<file path="src/rtl/mux_5_to_1_if.sv">
// Data/select bundle for mux_5_to_1: five data inputs, a 3-bit select,
// and the registered result plus the out-of-range select flag.
interface mux_5_to_1_if #(
  parameter int unsigned WIDTH = 1
);
  logic [WIDTH-1:0] ina;
  logic [WIDTH-1:0] inb;
  logic [WIDTH-1:0] inc;
  logic [WIDTH-1:0] ind;
  logic [WIDTH-1:0] ine;
  logic [2:0]       sel;
  logic [WIDTH-1:0] out;
  logic             sel_err;

  modport master (
    output ina, inb, inc, ind, ine, sel,
    input  out, sel_err
  );

  modport slave (
    input  ina, inb, inc, ind, ine, sel,
    output out, sel_err
  );
endinterface

</file>
<file path="src/rtl/mux_5_to_1.sv">
// Registered 5:1 multiplexer. A select of 5..7 loads zeros and raises
// sel_err for that cycle. Reset is synchronous and active-high.
module mux_5_to_1 #(
  parameter int unsigned WIDTH = 1
) (
  input  logic         clk,
  input  logic         reset,
  mux_5_to_1_if.slave  bus
);

  typedef enum logic [2:0] {
    SEL_A = 3'd0,
    SEL_B = 3'd1,
    SEL_C = 3'd2,
    SEL_D = 3'd3,
    SEL_E = 3'd4
  } sel_e;

  logic [WIDTH-1:0] out_q;
  logic             sel_err_q;

  // Only the selected input reaches the register, so X/Z on any other input stays out.
  always_ff @(posedge clk) begin
    if (reset) begin
      out_q     <= '0;
      sel_err_q <= 1'b0;
    end else begin
      sel_err_q <= 1'b0;
      case (sel_e'(bus.sel))
        SEL_A:   out_q <= bus.ina;
        SEL_B:   out_q <= bus.inb;
        SEL_C:   out_q <= bus.inc;
        SEL_D:   out_q <= bus.ind;
        SEL_E:   out_q <= bus.ine;
        default: begin
          out_q     <= '0;
          sel_err_q <= 1'b1;
        end
      endcase
    end
  end

  assign bus.out     = out_q;
  assign bus.sel_err = sel_err_q;

endmodule

</file>
<file path="src/flat_wrapper.sv">
// flat-port wrapper written by rule: the top's interface ports become plain ports
module mux_5_to_1_flat 
#(
  parameter int unsigned WIDTH = 1
)
  (clk, reset, bus_ina, bus_inb, bus_inc, bus_ind, bus_ine, bus_sel, bus_out, bus_sel_err);
  mux_5_to_1_if #(.WIDTH(WIDTH)) bus_i ();
  input  logic clk;
  input  logic reset;
  input wire logic [$bits(bus_i.ina)-1:0] bus_ina;
  input wire logic [$bits(bus_i.inb)-1:0] bus_inb;
  input wire logic [$bits(bus_i.inc)-1:0] bus_inc;
  input wire logic [$bits(bus_i.ind)-1:0] bus_ind;
  input wire logic [$bits(bus_i.ine)-1:0] bus_ine;
  input wire logic [$bits(bus_i.sel)-1:0] bus_sel;
  output wire logic [$bits(bus_i.out)-1:0] bus_out;
  output wire logic [$bits(bus_i.sel_err)-1:0] bus_sel_err;
  assign bus_i.ina = bus_ina;
  assign bus_i.inb = bus_inb;
  assign bus_i.inc = bus_inc;
  assign bus_i.ind = bus_ind;
  assign bus_i.ine = bus_ine;
  assign bus_i.sel = bus_sel;
  assign bus_out = bus_i.out;
  assign bus_sel_err = bus_i.sel_err;
  mux_5_to_1 #(.WIDTH(WIDTH)) u_core (.clk(clk), .reset(reset), .bus(bus_i));
endmodule
</file>
<file path="config.mk">
export PLATFORM = sky130hd
export DESIGN_NAME = mux_5_to_1_flat
export DESIGN_NICKNAME = d
export VERILOG_FILES = /design/src/rtl/mux_5_to_1_if.sv /design/src/rtl/mux_5_to_1.sv /design/src/flat_wrapper.sv
export SDC_FILE = /design/constraint.sdc
export NUM_CORES = 1
export LEC_CHECK = 0
export ABC_AREA = 0
export CAP_MARGIN = 10
export CORE_AREA = 2 2 39 41
export DETAILED_ROUTE_END_ITERATION = 7
export DIE_AREA = 0 0 41 43
export GPL_TIMING_DRIVEN = 0
export PLACE_DENSITY = 0.42
export SETUP_SLACK_MARGIN = 0.3
export SYNTH_ARGS = -nofsm -noshare
export SYNTH_HDL_FRONTEND = slang
export SYNTH_SLANG_ARGS = --single-unit
</file>
<file path="constraint.sdc">
create_clock -name clk -period 0.85 [get_ports clk]
set_input_delay 0.085 -clock clk [delete_from_list [all_inputs] [get_ports clk]]
set_output_delay 0.085 -clock clk [all_outputs]
set_load 0.01 [all_outputs]
</file>
==> summary.md, run 1 <==
| Metric | Value |
|---|---|
| Post-route minimum period | `720 ps` |
| Clock Tree Buf Depth | `2` |
| Fin crit share | `84.7%` |
| Sink Count | `2` |
| Sw power | `75.2 µW` |
| Status | `complete, no violations` |
| CP Class | `reg2out` |
| Crit-path cells | `buf_6` |
| Setup violations, final | `0` |
| Hold path cells | `2` |
| Die height | `43 µm` |
| Stages on worst setup path | `1` |
| Total number of vias | `~120` |
| Asr flop ratio synth | `0%` |
| Post-Synthesis Cells | `8` |
| Cell internal pwr | `roughly 300 µW` |
| Largest net degree at the start of global routing | `4` |
| Worst hold path type | `in2reg` |
| Nets@finish | `34` |
| Comb pwr share | `17.0%` |
| Cts bufs inserted | `3` |
| CTS clk-pin slew, worst paths | `30 ps` |
| Initial antenna violation count | `0` |
| Global-route wire length before repair | `558 µm` |
| Top FF cell, synth | `dfxtp_1` |
| Post-synthesis sequential area ratio | `39.5%` |
| Worst endpoint data arrival time | `630 ps` |
| Worst Setup Start Kind | `register` |
| Post-synth EDFFs | `0` |
| Max_cap viols | `0` |
| Power per cell area | `1610 nW/µm²` |
| Leakage Power | `0.117 nW` |
| CP max FO | `1` |
| Total Power | `375 µW` |
| I/O Buffers | `11` |
| CTS tree | `yes` |
| Synth cell types | `7` |
| CTS Root Cell | `clkbuf_4` |
| Worst slack, placed | `-575 ps` |
| Switching part of the total | `20.1%` |
| HP Start | `bus_sel[0]` |
| Die X | `a little over 40 µm` |
| Initial Util | `7.32%` |
| Final worst slack | `about 130 ps` |
| Non-Filler Instances | `38` |
| Max Clk Rate | `~1.4 GHz` |
| Post-CTS Setup Bufs | `0` |
| Top delay family on crit path | `flip-flops` |
| RSZ-0062 raised after global routing | `yes` |
| Hold endpoint | `u_core.bus.sel_err` |
| Max rail drop VDD | `263 µV` |
| # rows | `14` |
| Post-Syn Nets | `18` |
| WL final | `368 µm` |
| Core ar. | `1380 µm²` |
| Area share of the largest cell type after synthesis | `39.5%` |
| Routed Antenna Nets | `0` |
| # IOs | `12` |
| Slew of the pin with the lowest slew margin | `114 ps` |
| Critical path launch point | `u_core.bus.sel_err` |
| Area grow syn2layout | `130%` |
| Via/cell ratio | `just over 3` |
| Clock power share | `55.7%` |
| Placed cell count | `35` |
| Synthesis Warnings | `0` |
| Diodes inserted | `0` |
| DRT Pass-1 Iters | `2` |
| Worst Path Required | `760 ps` |
| Number of remaining DRC errors | `0` |
| Worst Path Buf+Inv | `1` |
| Syn_area_per_cell | `approximately 13 µm²` |
| Total track usage | `5.62%` |
| Seq cells post-synth | `2` |
| Most common cell in the synthesized netlist | `dfxtp_1` |
| Mean routed wirelength per cell | `9.68 µm` |
| Relative slew slack | `92.4%` |
| Worst path slowest cell | `dfxtp_2` |
| Worst path max stage delay | `~300 ps` |
| CTS H-tree depth | `1` |
| Sequential fraction of design power | `27.3%` |
| Final-report max-slew violation count | `0` |
| RD Place Congestion | `0.524` |
| Die area | `1760 µm²` |
| Initial drt markers | `1` |
| Top cells by area, synth | `dfxtp_1, mux4_2, and4bb_2, o211a_1, a22o_1` |
| Grt total ovfl | `0` |
| Hold Fails Final Rpt | `0` |
| Dominant cell type by area after synthesis | `dfxtp_1` |
| Vias in the first global route | `between 100 and 150` |
| Share of cells above drive strength 1 | `59.1%` |
| Mapped cell area | `between 100 and 150 µm²` |
| Crit. End Element | `output pin` |
| Final core utilization | `between 10% and 20%` |
[sequential cells by signal, indices dropped and copies added, names as in the netlist]
name / count
u_core.bus.out: 1
u_core.bus.sel_err: 1
[per-layer routing]
layer  up-vias  share of wire, %  track usage (%)
met5         -                 0                0
met4         0                 0             8.00
met3         0                15             4.71
met2        12                31             3.44
met1        45                53             7.72
li1         61                 -                -
[final cells by class]
type / count / area, µm²
Timing Repair Buffer: 11 / 87.6
Sequential cell: 2 / 41.3
Tap cell: 16 / 20.0
Inverter: 1 / 3.75
Multi-Input combinational cell: 5 / 57.6
Clock buffer: 3 / 22.5
Fill cell: 152 / 1150
[cells in the final DEF (no fill, tap or decap), drive strengths merged]
master	n
a22o	1
and4bb	1
buf	7
clkbuf	3
clkdlybuf4s15	1
dfxtp	2
dlygate4sd2	3
inv	1
mux4	1
nor2	1
o211a	1
[logic make-up (layout without fill, tap and decap cells)]
group | count (synthesis) | in the layout | share of synthesized area, %
muxes | 1 | 1 | 22.2
AOI/OAI and AO/OA | 2 | 2 | 18.5
and+or+nand+nor | 2 | 2 | 16.0
DFF | 2 | 2 | 39.5
buffers and inverters | 1 | 15 | 3.70
[stage by stage]
step	TNS (ps)	cell area, µm²	hold WS [ps]
2_1_floorplan	0	101	223
3_3_place_gp	-688	231	715
3_5_place_dp	-721	231	722
4_1_cts	0	220	101
5_1_grt	0	233	108
6_report	0	233	108
[power groups by stage]
stage | Sequential, mW | Combinational, mW | Clock [mW]
2_1_floorplan | 0.106 | 0.0178 | 0
3_3_place_gp | 0.103 | 0.0783 | 0
3_5_place_dp | 0.103 | 0.0797 | 0
4_1_cts | 0.101 | 0.0593 | 0.228
5_1_grt | 0.103 | 0.0689 | 0.239
6_report | 0.102 | 0.0636 | 0.209
[repair_timing]
item / CTS / global route
hold buffers: 0 / 0
pin swaps: 2 / 1
gates resized for setup: 29 / 4
setup endpoints to repair: 4 / 3
[worst max-delay path by stage]
stage	endpoint	slack [ps]
finish	bus_sel_err	130
global placement	u_core.bus.out	-550
floorplan	u_core.bus.out	10
detailed placement	u_core.bus.out	-580
global route	bus_out	100
CTS	bus_sel_err	110
Power figures use the tool's default switching activity.
==> inputs of run 2 (changes only) <==
--- a/config.mk
+++ b/config.mk
@@ -11,7 +11,7 @@
 export DETAILED_ROUTE_END_ITERATION = 7
 export DIE_AREA = 0 0 41 43
 export GPL_TIMING_DRIVEN = 0
-export PLACE_DENSITY = 0.42
+export PLACE_DENSITY = 0.41
 export SETUP_SLACK_MARGIN = 0.3
 export SYNTH_ARGS = -nofsm -noshare
 export SYNTH_HDL_FRONTEND = slang
==> constraint.sdc (replaced) <==
create_clock -name clk -period 0.8 [get_ports clk]
set_input_delay 0.08 -clock clk [delete_from_list [all_inputs] [get_ports clk]]
set_output_delay 0.08 -clock clk [all_outputs]
set_load 0.01 [all_outputs]
==> run 2 against run 1 <==
Effect of this change: combinational power grew 5.8%; non-clock buffer count is the same; global-route usage is the same; final cell count is the same; core utilization is the same; die area is the same; via count grew 6.8%; flip-flop and latch count is the same; wire length shrank 0.27%; total power grew 7.7%; critical path type unchanged; critical endpoint unchanged.
==> summary.md, run 2 (synthesis results as in run 1) <==
| Metric | Value |
|---|---|
| RSZ-0062 raised after global routing | `yes` |
| Cts hold-fix bufs | `0` |
| CTS clk-pin slew, worst paths | `30 ps` |
| Clock Tree Buf Depth | `2` |
| Final core utilization | `16.8%` |
| RD Place Congestion | `0.525` |
| GR Util met3 | `under 10%` |
| Crit. End Element | `output pin` |
| Die height | `43 µm` |
| Power per cell area | `1730 nW/µm²` |
| Setup_tns | `0 ps` |
| Cts bufs inserted | `3` |
| Worst slack, placed | `-626 ps` |
| DRT Pass-1 Iters | `2` |
| WL final | `367 µm` |
| Total track usage | `between 5 and 6%` |
| Routed Antenna Nets | `0` |
| # rows | `14` |
| Sw power | `between 80 and 90 µW` |
| Cell internal pwr | `319 µW` |
| Post-DP Area | `231 µm²` |
| Worst hold path type | `in2reg` |
| Relative slew slack | `92.6%` |
| Sink Count | `2` |
| Via/cell ratio | `around 3.3` |
| Fin crit share | `90.0%` |
| Diodes inserted | `0` |
| Total number of vias | `126` |
| Post-route minimum period | `720 ps` |
| Grt total ovfl | `0` |
| Most frequent cells in the layout | `buf_2, clkbuf_4, dlygate4sd2_1` |
| Met2 Resource Use GR | `3.75%` |
| Initial antenna violation count | `0` |
| Number of remaining DRC errors | `0` |
| Share of cells above drive strength 1 | `roughly three fifths` |
| Post-route cell area | `233 µm²` |
| Clock power share | `a little under three fifths` |
| Crit-path cells | `buf_6` |
| Worst Path Required | `about 700 ps` |
| Leading cell type in the layout, fill and taps excluded | `buf_2` |
| Initial drt markers | `1` |
| Final-report max-slew violation count | `0` |
| Max_cap viols | `0` |
| Slew of the pin with the lowest slew margin | `between 100 and 150 ps` |
| Comb pwr share | `16.7%` |
| Worst Path Buf+Inv | `1` |
| CP endpoint | `bus_sel_err` |
| CP Class | `reg2out` |
| Worst path slowest cell | `dfxtp_2` |
| Max rail drop VDD | `317 µV` |
| CTS tree | `yes` |
| Mean routed wirelength per cell | `9.66 µm` |
| # IOs | `12` |
| Top delay family on crit path | `flip-flops` |
| Die X | `~41 µm` |
| Leakage Power | `0.117 nW` |
| Largest net degree at the start of global routing | `4` |
| Hold Fails Final Rpt | `0` |
| Stages on worst setup path | `1` |
| Vias in the first global route | `125` |
| CP max FO | `1` |
| Global-route wire length before repair | `about 520 µm` |
| Worst Setup Start Kind | `register` |
| Max Clk Rate | `~1.4 GHz` |
| Core ar. | `1380 µm²` |
| Worst endpoint data arrival time | `approximately 640 ps` |
| I/O Buffers | `11` |
| Global route hottest layer | `met4` |
| Area grow syn2layout | `130%` |
| Nets@finish | `34` |
| Die area | `1760 µm²` |
| Critical path launch point | `u_core.bus.sel_err` |
| Switching part of the total | `between 20% and 30%` |
| Status | `complete, no violations` |
| Initial Util | `7.32%` |
| Total Power | `403 µW` |
| Setup violations, final | `0` |
| Sequential fraction of design power | `27.0%` |
| Grt met1 use | `6.11%` |
| Final worst slack | `79.7 ps` |
| CTS Root Cell | `clkbuf_4` |
| CTS H-tree depth | `1` |
| Worst path max stage delay | `310 ps` |
==> run 2: cell counts in the layout (fill, tap and decap cells not counted) <==
No cell type changed its count.
==> run 2: power groups by stage <==
stage / clock network [mW] / registers [mW] / logic, mW
after global placement: 0 / 0.109 / 0.0833
after global routing: 0.262 / 0.109 / 0.0725
after floorplan: 0 / 0.113 / 0.0189
after CTS: 0.242 / 0.108 / 0.0630
after detailed placement: 0 / 0.109 / 0.0846
final: 0.227 / 0.109 / 0.0673
==> run 2: worst min path at each step <==
| stage | startpoint | to | cells after the start |
|---|---|---|---|
| 4_1_cts | bus_sel[0] | u_core.bus.sel_err | 2 |
| 5_1_grt | bus_sel[0] | u_core.bus.sel_err | 2 |
| 3_5_place_dp | bus_sel[2] | u_core.bus.sel_err | 2 |
| 6_report | bus_sel[0] | u_core.bus.sel_err | 2 |
| 3_3_place_gp | bus_sel[2] | u_core.bus.sel_err | 2 |
| 2_1_floorplan | bus_sel[1] | u_core.bus.sel_err | 1 |
==> run 2: repair_timing <==
action,in CTS,in global routing
gates resized for setup,30,4
endpoints found under the hold margin,0,0
buffers inserted,0,0
endpoints found under the setup margin,4,3
pin swaps,2,1
==> run 2: cell type report <==
| class | instances | area, µm² |
|---|---|---|
| tap | 16 | 20.0 |
| timing repair buffer | 11 | 87.6 |
| multi-input combinational | 5 | 57.6 |
| clock buffer | 3 | 22.5 |
| sequential | 2 | 41.3 |
| fill | 154 | 1150 |
| inverter | 1 | 3.75 |
==> run 2: layer usage <==
metal / vias to the layer above / part of all wire, %
met3: 2 / 23
met4: 0 / 4.4
li1: 61 / -
met5: - / 0
met2: 14 / 29
met1: 49 / 43
==> run 2: through the flow <==
step	hold slack, ps	std cells
final	99.3	38
after global routing	98.9	38
after CTS	97.3	38
after detailed placement	718	35
after global placement	711	35
after floorplan	218	8
